**src/rtl/interrupt_timer_ctrl_pkg.sv**
```systemverilog
// Shared constants and types for the memory-mapped timer / interrupt controller.
package interrupt_timer_ctrl_pkg;

  // Byte offsets from the register window base
  localparam logic [4:0] OFF_TH    = 5'h00;
  localparam logic [4:0] OFF_TL    = 5'h04;
  localparam logic [4:0] OFF_TCON  = 5'h08;
  localparam logic [4:0] OFF_CAUSE = 5'h0C;
  localparam logic [4:0] OFF_PSC   = 5'h10;

  localparam int TCON_RUN    = 0;
  localparam int TCON_INT_EN = 1;
  localparam int TCON_STATUS = 2;

  localparam int CAUSE_TIMER = 0;
  localparam int CAUSE_EXT   = 1;

  typedef enum logic [1:0] {IDLE, PEND, SERV} irq_state_e;

endpackage

```
**src/rtl/interrupt_timer_ctrl_core.sv**
```systemverilog
// Timer register file: TH/TL/TCON storage, reload on overflow, optional prescaler.
// Prescaler and PSC register exist only when TIMER_PRESCALE_EN is defined.
module irq_timer_core
  import interrupt_timer_ctrl_pkg::*;
#(
  parameter int PSC_WIDTH = 8
) (
  input  logic        clk,
  input  logic        reset,
  input  logic        we,
  input  logic [4:0]  off,
  input  logic [31:0] wdata,
  output logic        status,
  output logic        int_en,
  output logic [31:0] rd_data
);

  logic [31:0] th, tl;
  logic        run;
  logic        tick, wrap;

`ifdef TIMER_PRESCALE_EN
  logic [PSC_WIDTH-1:0] psc, psc_cnt;

  assign tick = run && (psc_cnt == psc);

  always_ff @(posedge clk or posedge reset) begin
    if (reset) begin
      psc     <= '0;
      psc_cnt <= '0;
    end else if (we && off == OFF_PSC) begin
      psc     <= wdata[PSC_WIDTH-1:0];
      psc_cnt <= '0;
    end else if (run) begin
      psc_cnt <= tick ? '0 : psc_cnt + 1'b1;
    end
  end
`else
  assign tick = run;
`endif

  assign wrap = tick && (tl == 32'hFFFF_FFFF);

  always_ff @(posedge clk or posedge reset) begin
    if (reset) begin
      th     <= '0;
      tl     <= '0;
      run    <= 1'b0;
      int_en <= 1'b0;
      status <= 1'b0;
    end else begin
      if (we && off == OFF_TH) th <= wdata;
      // Software TL write beats the hardware count/reload
      if (we && off == OFF_TL) tl <= wdata;
      else if (tick)           tl <= wrap ? th : tl + 32'd1;
      // A wrap landing on a status-clearing write still sets status
      if (we && off == OFF_TCON) begin
        run    <= wdata[TCON_RUN];
        int_en <= wdata[TCON_INT_EN];
        status <= wdata[TCON_STATUS] | (wrap && int_en);
      end else if (wrap && int_en) begin
        status <= 1'b1;
      end
    end
  end

  always_comb begin
    rd_data = '0;
    case (off)
      OFF_TH:   rd_data = th;
      OFF_TL:   rd_data = tl;
      OFF_TCON: rd_data = {29'b0, status, int_en, run};
`ifdef TIMER_PRESCALE_EN
      OFF_PSC:  rd_data = 32'(psc);
`endif
      default:  rd_data = '0;
    endcase
  end

endmodule

```
**src/rtl/interrupt_timer_ctrl.sv**
```systemverilog
// MEM-stage timer/interrupt controller: bus decode, interrupt sequencing FSM, cause latch.
// Optional TIMER_PRESCALE_EN adds the PSC register at BASE_ADDR+0x10.
module interrupt_timer_ctrl
  import interrupt_timer_ctrl_pkg::*;
#(
  parameter logic [31:0] BASE_ADDR = 32'h4000_0000,
  parameter int          PSC_WIDTH = 8
) (
  input  logic        clk,
  input  logic        reset,
  input  logic [31:0] addr,
  input  logic [31:0] wdata,
  input  logic        mem_read,
  input  logic        mem_write,
  output logic        sel,
  output logic [31:0] rdata,
  input  logic        ext_irq,
  input  logic        kernel_mode,
  input  logic        irq_ack,
  input  logic        eret,
  output logic        irq_req,
  output logic [1:0]  irq_cause
);

  irq_state_e  state;
  logic [4:0]  off;
  logic [31:0] core_rd;
  logic        status, int_en, timer_src;

`ifdef TIMER_PRESCALE_EN
  localparam logic [31:0] PSC_ADDR = BASE_ADDR + 32'(OFF_PSC);
  assign sel = (addr[31:4] == BASE_ADDR[31:4]) || (addr[31:2] == PSC_ADDR[31:2]);
`else
  assign sel = (addr[31:4] == BASE_ADDR[31:4]);
`endif

  assign off = addr[4:0] - BASE_ADDR[4:0];

  irq_timer_core #(.PSC_WIDTH(PSC_WIDTH)) u_core (
    .clk     (clk),
    .reset   (reset),
    .we      (mem_write && sel),
    .off     (off),
    .wdata   (wdata),
    .status  (status),
    .int_en  (int_en),
    .rd_data (core_rd)
  );

  always_comb begin
    rdata = '0;
    if (sel && mem_read)
      rdata = (off == OFF_CAUSE) ? {30'b0, irq_cause} : core_rd;
  end

  assign timer_src = status && int_en;

  // Once raised, irq_req holds until the pipeline acks; SERV masks all sources until eret
  always_ff @(posedge clk or posedge reset) begin
    if (reset) begin
      state     <= IDLE;
      irq_req   <= 1'b0;
      irq_cause <= '0;
    end else begin
      case (state)
        IDLE: if ((timer_src || ext_irq) && !kernel_mode) begin
          irq_cause[CAUSE_TIMER] <= timer_src;
          irq_cause[CAUSE_EXT]   <= ext_irq;
          irq_req                <= 1'b1;
          state                  <= PEND;
        end
        PEND: if (irq_ack) begin
          irq_req <= 1'b0;
          state   <= SERV;
        end
        SERV: if (eret) state <= IDLE;
        default: begin
          irq_req <= 1'b0;
          state   <= IDLE;
        end
      endcase
    end
  end

endmodule
```
**config.mk**
```make
export PLATFORM = sky130hd
export DESIGN_NAME = interrupt_timer_ctrl
export DESIGN_NICKNAME = d
export VERILOG_FILES = /design/src/rtl/interrupt_timer_ctrl_pkg.sv /design/src/rtl/interrupt_timer_ctrl_core.sv /design/src/rtl/interrupt_timer_ctrl.sv
export SDC_FILE = /design/constraint.sdc
export NUM_CORES = 1
export LEC_CHECK = 0
export ABC_CLOCK_PERIOD_IN_PS = 2400
export CELL_PAD_IN_SITES_DETAIL_PLACEMENT = 1
export CELL_PAD_IN_SITES_GLOBAL_PLACEMENT = 2
export CORE_MARGIN = 2
export CORE_UTILIZATION = 30
export CTS_CLUSTER_DIAMETER = 120
export DETAILED_ROUTE_END_ITERATION = 16
export GPL_TIMING_DRIVEN = 0
export PLACE_DENSITY = 0.78
export SETUP_SLACK_MARGIN = 0.02
export SLEW_MARGIN = 20
export SYNTH_ARGS = -nofsm -noshare
export SYNTH_HDL_FRONTEND = slang
export SYNTH_SLANG_ARGS = --single-unit
export TNS_END_PERCENT = 5
```
**constraint.sdc**
```tcl
create_clock -name clk -period 2.4 [get_ports clk]
set_input_delay 0.36 -clock clk [delete_from_list [all_inputs] [get_ports clk]]
set_output_delay 0.36 -clock clk [all_outputs]
set_load 0.02 [all_outputs]
```
==> results.py, run 1 <==
metrics = {
    "status": {
        "outcome": "finished clean",
    },
    "placement": {
        "dpl.hpwl_mm": 12.3,
        "dp_cells": 793,
        "post_dp_cell_area_mm2": 0.00597,
        "gp_congestion": 0.823,
        "port_buffers": 106,
    },
    "synth": {
        "synth_most_common_cell": "dfrtp_1",
        "synth_common_cells": "dfrtp_1 (72), nor2_1 (61), mux2_2 (40)",
        "synth_top_area_share_pct": 39.0,
        "synth_edf_count": 0,
        "synth-main-ff-cell": "dfrtp_1",
        "synth.avg_cell_area_um2": 9.27,
        "seq_area_frac_synth_pct": 39.0,
        "async_flop_share_pct": 100,
        "synth_warnings": 0,
        "syn_area_mm2": 0.00461,
        "ys_ff_latch": 72,
        "synth_nets": 571,
        "synthCells": 498,
        "synth.area.top_cells": "dfrtp_1 (39%), mux2_2 (9.8%), nor2_1 (5.0%)",
        "yosys.area.top_type": "dfrtp_1",
        "ys_types": 55,
    },
    "cts": {
        "cts_tree": "built",
        "numClockSinks": 72,
        "clock_path_buffers": 2,
        "root_buffer": "clkbuf_16",
        "numCtsBuffers": 9,
        "htreeDepth": 3,
        "clk_latency_ns": 0.34,
        "clkTransAtPathRegs_ns": 0.06,
    },
    "route": {
        "drtIter0Drc": 304,
        "dr.pass1.iters": 4,
        "drt-total-wl_mm": 17.7,
        "ant_nets": 0,
        "num_vias": 4560,
        "route.detailed.wl_per_inst_um": 21.3,
        "drc": 0,
        "drt-vias-per-instance": 5.49,
    },
    "global_routing": {
        "grt_pass1_vias": 4802,
        "track_usage_pct": 21.8,
        "grt_overflow_total": 0,
        "antenna_found_initial": 0,
        "grt_max_degree": 49,
        "grt_pass1_wl_mm": 27.3,
    },
    "power": {
        "leakagePower_uw": 0.00268,
        "vdd_ir_drop_max_v": 0.000289,
        "power_density_mw_per_mm2": 406,
    },
    "setup_path": {
        "crit_slowest_cell": "or4_4",
        "cp_cell_sequence": "nand4_1, or4_4, buf_6, o311a_1, a311oi_1, a21oi_1",
        "worst_ep_arrival_time_ns": 2.58,
        "required_ns": 2.62,
        "cp_top_family": "simple AND/OR/NAND/NOR gates",
        "critPathLaunchType": "flip-flop",
        "end_kind": "flip-flop",
        "path_buf_inv": 1,
        "crit_type": "reg2reg",
        "slowest_delay_ns": 0.52,
        "crit_fanout": 8,
    },
    "finish": {
        "layout-drive-gt1-share_pct": 33.1,
        "fin_area_mm2": 0.00674,
        "diodes": 0,
        "finalNonFillerCells": 831,
        "fin_nets": 712,
        "n_fill_cell": 1707,
        "syn_to_final_growth_pct": 46.0,
        "utilization_pct": 44.7,
    },
    "timing": {
        "fin_skew_ns": 0.00685,
        "slew_headroom_pct": 44.0,
        "period_minus_slack_ns": 2.36,
        "hold_viol": 0,
        "tightest_slew_ns": 0.839,
        "timing.hold.ws_ns": 0.349,
        "setup_viol": 0,
        "rsz0062_at_grt": "true",
        "fin_crit_sh_pct": 98.3,
        "final-max-slew-violation-count": 0,
        "clock.fmax_mhz": 424,
    },
    "run": {
        "max_cap_viol_count": 0,
    },
    "floorplanning": {
        "die_h_um": 128,
        "start_util_pct": 30.6,
        "core_mm2": 0.0151,
        "ios": 108,
        "dieArea_mm2": 0.0164,
        "die_w_um": 128,
        "rows": 45,
    },
    "hold_path": {
        "hold_path.class": "in2async",
    },
}
[where the power goes]
part           switching, uW  internal, uW  total, uW
sequential              18.5          1230       1250
combinational            123           156        278
clock                    513           695       1210
[flip-flops by register name, indices dropped and copies added, names as in the netlist]
signal / cells
u_core.status: 1
u_core.th: 32
u_core.int_en: 1
state: 2
irq_cause: 2
irq_req: 1
u_core.tl: 32
u_core.run: 1
[layout make-up]
| type | count | area (um^2) | area share, % |
|---|---|---|---|
| Tap cell | 188 | 235 | 3.49 |
| Clock buffer | 14 | 244 | 3.62 |
| Timing Repair Buffer | 133 | 1220 | 18.2 |
| Inverter | 8 | 32.5 | 0.483 |
| Clock inverter | 1 | 5.00 | 0.0743 |
| Buffer | 33 | 324 | 4.81 |
| Multi-Input combinational cell | 382 | 2870 | 42.6 |
| Sequential cell | 72 | 1810 | 26.8 |
[layout by cell type (no fill, tap or decap), drive strengths merged, types with 2 or more instances in the layout]
cell type      count
xor2               4
dfrtp             72
and2               3
a21oi             32
o211ai             2
or3                2
clkdlybuf4s50     43
nor4b              2
nor2              61
nand2             34
xnor2              6
mux4               2
mux2              45
a31oi              5
o21ai             22
inv                8
a211oi             6
dlygate4sd2        4
clkbuf            27
o22ai              3
nand3             20
buf               99
o21a               2
a311oi             2
and4              14
nor2b              5
clkdlybuf4s15      7
a21o               8
or4                2
nor4              15
a22oi             29
nor3              10
mux2i             14
and3               8
nor3b              3
nand4             13
[through the flow]
step                      setup WS, ns  total power [uW]  TNS [ns]
after floorplan                -0.0211              1350    -0.211
after global placement           -1.56              1520   -149.49
after detailed placement         -1.62              1530    -61.48
after CTS                     -0.00603              2750   -0.0168
after global routing           0.00272              2850         0
final                           0.0409              2740         0
[layer usage]
layer  track usage [%]  wire length (um)  vias up
met5                 0                 0        -
met4              7.50               308        0
met3              3.09               760       22
met2              36.8              8810      108
met1              28.6              7820     2286
li1                  -                 -     2144
[final timing paths]
path,startpoint,to,slack [ns],cells past startpoint
worst max-delay path,u_core.tl[3],u_core.tl[21],0.04,6
worst min-delay path,reset,u_core.th[26],0.35,2
worst max register to register,u_core.tl[3],u_core.tl[21],0.04,6
worst min register to register,state[1],state[0],0.53,1
max in group asynchronous,reset,u_core.tl[9],1.45,3
min in group clk,state[1],state[0],0.53,1
[logic make-up (layout without fill, tap and decap cells)]
group / after synthesis / in the layout / share of synthesized area, %
AND/OR/NAND/NOR: 192 / 192 / 22.3
AO/OA/AOI/OAI: 118 / 118 / 16.3
flip-flops: 72 / 72 / 39.0
multiplexers: 61 / 61 / 15.0
buffers and inverters: 44 / 189 / 5.21
XOR/XNOR: 10 / 10 / 1.90
adder cells (fa/ha/maj): 1 / 1 / 0.271
[timing repair]
action                                  4_1_cts  5_1_grt
resized for setup                           316       36
endpoints found under the setup margin       69       60
hold buffers                                  0        0
pin swaps                                    25       22
endpoints found under the hold margin         0        0
buffers inserted                             13        9
gates cloned                                  3        1
(Power assumes the default switching activity.)
==> inputs of run 2 (changes only) <==
--- a/config.mk
+++ b/config.mk
@@ -8,7 +8,7 @@
 export ABC_CLOCK_PERIOD_IN_PS = 2400
 export CELL_PAD_IN_SITES_DETAIL_PLACEMENT = 1
 export CELL_PAD_IN_SITES_GLOBAL_PLACEMENT = 2
-export CORE_MARGIN = 2
+export CORE_MARGIN = 4
 export CORE_UTILIZATION = 30
 export CTS_CLUSTER_DIAMETER = 120
 export DETAILED_ROUTE_END_ITERATION = 16
==> results.py, run 2 (synthesized netlist as in run 1, its figures left out) <==
metrics = {
    "setup_path": {
        "slowest_delay_ns": 0.23,
        "cp_top_family": "simple AND/OR/NAND/NOR gates",
        "end_kind": "primary output",
        "path_buf_inv": 4,
        "crit_fanout": 5,
        "r2r_slack_ns": 0.10,
        "worstSetupStartpoint": "addr[30]",
        "r2r-end": "u_core.tl[29]",
        "required_ns": 2.04,
        "crit_type": "in2out",
        "worst_ep_arrival_time_ns": 1.97,
        "cp_cell_sequence": "dlygate4sd2_1, nor4b_2, and4_1, and2_4, nand3_4, a21o_4, buf_6, buf_8, nor2_2, buf_6",
        "reg2reg_depth": 7,
        "critPathLaunchType": "primary input",
        "r2r_start": "u_core.tl[0]",
        "crit_slowest_cell": "and4_1",
        "crit_top_cell": "buf_6",
    },
    "route": {
        "drc": 0,
        "drtIter0Drc": 258,
        "route.detailed.wl_per_inst_um": 21.5,
        "ant_nets": 0,
        "dr.pass1.iters": 4,
        "drt-vias-per-instance": 5.58,
        "drt-total-wl_mm": 17.8,
        "num_vias": 4608,
    },
    "finish": {
        "regArea_mm2": 0.00180,
        "fin_nets": 708,
        "fin_area_mm2": 0.00681,
        "syn_to_final_growth_pct": 47.5,
        "layout-drive-gt1-share_pct": 34.6,
        "multi_input_area_mm2": 0.00294,
        "finalNonFillerCells": 826,
        "layout_commonest_cell": "dfrtp_1",
        "diodes": 0,
        "reg_top3": "u_core.th x32, u_core.tl x32",
        "final_cell_mix": "dfrtp_1 (70), clkdlybuf4s50_1 (43), mux2_2 (40)",
        "n_fill_cell": 1729,
    },
    "global_routing": {
        "grt_max_degree": 53,
        "grt_overflow_total": 0,
        "grt_pass1_wl_mm": 27.6,
        "track_usage_pct": 20.0,
        "grt_pass1_vias": 4885,
        "antenna_found_initial": 0,
    },
    "placement": {
        "dpl.hpwl_mm": 12.5,
        "place_ws_ns": -1.56,
        "port_buffers": 106,
        "post_dp_cell_area_mm2": 0.00597,
        "dp_cells": 793,
        "gp_congestion": 0.817,
    },
    "power": {
        "power_density_mw_per_mm2": 402,
        "leakagePower_uw": 0.00268,
        "vdd_ir_drop_max_v": 0.000316,
        "fin_total_pwr_uw": 2740,
    },
    "floorplanning": {
        "die_h_um": 132,
        "start_util_pct": 30.5,
        "dieArea_mm2": 0.0174,
        "die_w_um": 132,
        "rows": 45,
        "ios": 108,
        "core_mm2": 0.0151,
    },
    "cts": {
        "numClockSinks": 72,
        "clock_path_buffers": 2,
        "clkTransAtPathRegs_ns": 0.05,
        "clk_latency_ns": 0.34,
        "numCtsBuffers": 9,
        "htreeDepth": 3,
        "root_buffer": "clkbuf_16",
        "cts_tree": "built",
    },
    "timing": {
        "tightest_slew_ns": 0.822,
        "period_minus_slack_ns": 2.33,
        "hold_viol": 0,
        "setup_viol": 0,
        "fin_skew_ns": 0.00537,
        "slew_headroom_pct": 45.2,
        "rsz0062_at_grt": "true",
        "final-max-slew-violation-count": 0,
        "clock.fmax_mhz": 430,
        "layout_setup_ws_ns": 0.0723,
        "fin_crit_sh_pct": 97.0,
    },
    "run": {
        "max_cap_viol_count": 0,
    },
    "status": {
        "outcome": "finished clean",
    },
    "hold_path": {
        "hold_path.class": "in2async",
    },
}
[run 2: stage by stage]
stage | TNS [ns] | hold slack, ns | utilization (%)
CTS | -1.36 | 0.339 | 41.9
floorplan | -0.211 | 0.469 | -
global placement | -145.06 | 0.507 | 39.2
global route | -0.0315 | 0.374 | 44.9
finish | 0 | 0.338 | 44.9
detailed placement | -60.10 | 0.523 | 39.4
[run 2: metal layers]
layer  vias to the layer above  track usage (%)  wire [um]
met5                         -                0          0
met4                         0             6.88        265
met3                        20             2.94        509
met2                        94             33.8       8980
met1                      2357             26.1       8040
li1                       2137                -          -
[run 2: worst max-delay path by stage]
| stage | end | slack (ns) | cells past startpoint |
|---|---|---|---|
| 2_1_floorplan | rdata[21] | -0.02 | 9 |
| 3_3_place_gp | rdata[27] | -1.59 | 8 |
| 3_5_place_dp | rdata[27] | -1.56 | 8 |
| 4_1_cts | rdata[10] | -0.11 | 11 |
| 5_1_grt | rdata[7] | -0.01 | 10 |
| 6_report | rdata[7] | 0.07 | 10 |
[run 2: final cells by class]
type                            instances  share of cell area, %
Tap cell                              188                   3.46
Multi-Input combinational cell        382                   43.2
Buffer                                 33                   4.63
Clock inverter                          1                 0.0735
Sequential cell                        72                   26.5
Clock buffer                           13                   3.68
Inverter                                8                  0.478
Timing Repair Buffer                  129                   18.0
[run 2: power breakdown]
| group | total (uW) | internal (uW) | switching, uW |
|---|---|---|---|
| logic | 260 | 143 | 118 |
| clock network | 1220 | 716 | 509 |
| registers | 1250 | 1230 | 19.0 |
| total | 2740 | 2090 | 646 |
[run 2: timing repair]
action / CTS / global route
resized for setup: 284 / 101
hold buffers: 0 / 0
cloned: 3 / 1
endpoints found under the setup margin: 73 / 51
endpoints found under the hold margin: 0 / 0
pin swaps: 17 / 32
setup buffers: 6 / 12
[run 2: worst register-to-register path, stage by stage (launching register included)]
cell	delay, ns
dfrtp_1	0.48
nand4_1	0.34
or4_1	0.50
buf_2	0.19
nor3_4	0.20
xnor2_1	0.14
o21ai_1	0.08
mux2_2	0.26
==> inputs of run 3 (changes only) <==
--- a/config.mk
+++ b/config.mk
@@ -13,6 +13,7 @@
 export CTS_CLUSTER_DIAMETER = 120
 export DETAILED_ROUTE_END_ITERATION = 16
 export GPL_TIMING_DRIVEN = 0
+export MAX_ROUTING_LAYER = met4
 export PLACE_DENSITY = 0.78
 export SETUP_SLACK_MARGIN = 0.02
 export SLEW_MARGIN = 20
==> results.py, run 3 (synthesized netlist as in run 1, its figures left out) <==
metrics = {
    "status": {
        "outcome": "finished clean",
    },
    "timing": {
        "fin_skew_ns": 0.00466,
        "fin_crit_sh_pct": 97.2,
        "setup_viol": 0,
        "hold_viol": 0,
        "tightest_slew_ns": 0.793,
        "slew_headroom_pct": 47.1,
        "clock.fmax_mhz": 429,
        "final-max-slew-violation-count": 0,
        "timing.hold.ws_ns": 0.336,
        "period_minus_slack_ns": 2.33,
        "rsz0062_at_grt": "true",
    },
    "finish": {
        "diodes": 0,
        "fin_nets": 707,
        "regArea_mm2": 0.00181,
        "layout_commonest_cell": "dfrtp_1",
        "syn_to_final_growth_pct": 47.3,
        "reg_top3": "u_core.th x32, u_core.tl x32",
        "n_fill_cell": 1730,
        "utilization_pct": 44.9,
        "multi_input_area_mm2": 0.00293,
        "fin_area_mm2": 0.00680,
        "layout-drive-gt1-share_pct": 34.9,
        "final_cell_mix": "dfrtp_1 (68), clkdlybuf4s50_1 (43), mux2_2 (40)",
        "finalNonFillerCells": 825,
    },
    "route": {
        "dr.pass1.iters": 4,
        "drc": 0,
        "route.detailed.wl_per_inst_um": 21.7,
        "drtIter0Drc": 243,
        "num_vias": 4616,
        "drt-vias-per-instance": 5.60,
        "ant_nets": 0,
        "drt-total-wl_mm": 17.9,
    },
    "global_routing": {
        "grt_overflow_total": 0,
        "track_usage_pct": 20.5,
        "grt_pass1_wl_mm": 27.6,
        "antenna_found_initial": 0,
        "grt_max_degree": 53,
        "grt_pass1_vias": 4898,
    },
    "floorplanning": {
        "die_h_um": 132,
        "dieArea_mm2": 0.0174,
        "rows": 45,
        "die_w_um": 132,
        "core_mm2": 0.0151,
        "start_util_pct": 30.5,
        "ios": 108,
    },
    "power": {
        "vdd_ir_drop_max_v": 0.000312,
        "power_density_mw_per_mm2": 403,
        "leakagePower_uw": 0.00266,
    },
    "setup_path": {
        "crit_slowest_cell": "and4_1",
        "critPathLaunchType": "primary input",
        "crit_top_cell": "buf_6",
        "cp_cell_sequence": "dlygate4sd2_1, nor4b_2, and4_1, and2_4, nand3_4, a21o_4, buf_6, buf_8, nor2_2, buf_6",
        "cp_top_family": "simple AND/OR/NAND/NOR gates",
        "end_kind": "primary output",
        "crit_fanout": 5,
        "slowest_delay_ns": 0.23,
        "crit_type": "in2out",
        "path_buf_inv": 4,
        "required_ns": 2.04,
        "worst_ep_arrival_time_ns": 1.97,
    },
    "cts": {
        "ctsHoldBuffers": 0,
        "root_buffer": "clkbuf_16",
        "clk_latency_ns": 0.34,
        "cts_tree": "built",
        "clock_path_buffers": 2,
        "htreeDepth": 3,
        "numClockSinks": 72,
        "numCtsBuffers": 9,
        "clkTransAtPathRegs_ns": 0.05,
    },
    "placement": {
        "post_dp_cell_area_mm2": 0.00597,
        "gp_congestion": 0.829,
        "port_buffers": 106,
        "dpl.hpwl_mm": 12.5,
        "dp_cells": 793,
    },
    "hold_path": {
        "hold_path.class": "in2async",
    },
    "run": {
        "max_cap_viol_count": 0,
    },
}
[run 3: cell types whose count changed in the layout (fill, tap and decap cells not counted), sizes merged]
cell / before / now
clkbuf: 29 / 28
[run 3: worst paths after layout]
kind / start / to / slack, ns / cells after the start
worst max-delay path: addr[30] / rdata[7] / 0.07 / 10
worst min register to register: state[1] / state[0] / 0.54 / 1
worst max register to register: u_core.tl[3] / u_core.tl[29] / 0.10 / 7
min in group clk: state[1] / state[0] / 0.54 / 1
worst min-delay path: reset / u_core.tl[24] / 0.34 / 2
max in group asynchronous: reset / u_core.tl[8] / 1.47 / 3
[run 3: through the flow]
step	setup TNS, ns	total power (uW)	setup slack [ns]
after floorplan	-0.211	1350	-0.0211
after global placement	-145.06	1520	-1.59
after detailed placement	-60.10	1530	-1.56
after CTS	-1.36	2750	-0.112
after global routing	-0.0238	2840	-0.0128
final	0	2740	0.0664
[run 3: power by group]
| part | leakage (uW) | switching [uW] | total, uW | internal (uW) |
|---|---|---|---|---|
| combinational | 0.00167 | 118 | 260 | 143 |
| clock | 0.000126 | 510 | 1230 | 716 |
| sequential | 0.000867 | 18.2 | 1250 | 1230 |
[run 3: timing repair]
item	4_1_cts	5_1_grt
pin swaps	17	33
resized for setup	284	100
gates cloned	3	1
setup buffers	6	12
endpoints found under the setup margin	73	51
[run 3: per-layer routing]
metal	wire, um	global-route usage, %	share of wire [%]	vias to the layer above
met4	248	7.06	1.4	0
met1	8070	26.1	45	2363
li1	-	-	-	2136
met2	8990	33.6	50	99
met5	0	-	0	-
met3	572	2.94	3.2	18
[run 3: final cells by class]
cell class | count | share of cell area [%]
multi-input combinational | 382 | 43.1
timing repair buffer | 129 | 18.0
tap | 188 | 3.46
clock inverter | 1 | 0.0736
buffer | 32 | 4.57
sequential | 72 | 26.6
inverter | 8 | 0.479
clock buffer | 13 | 3.68
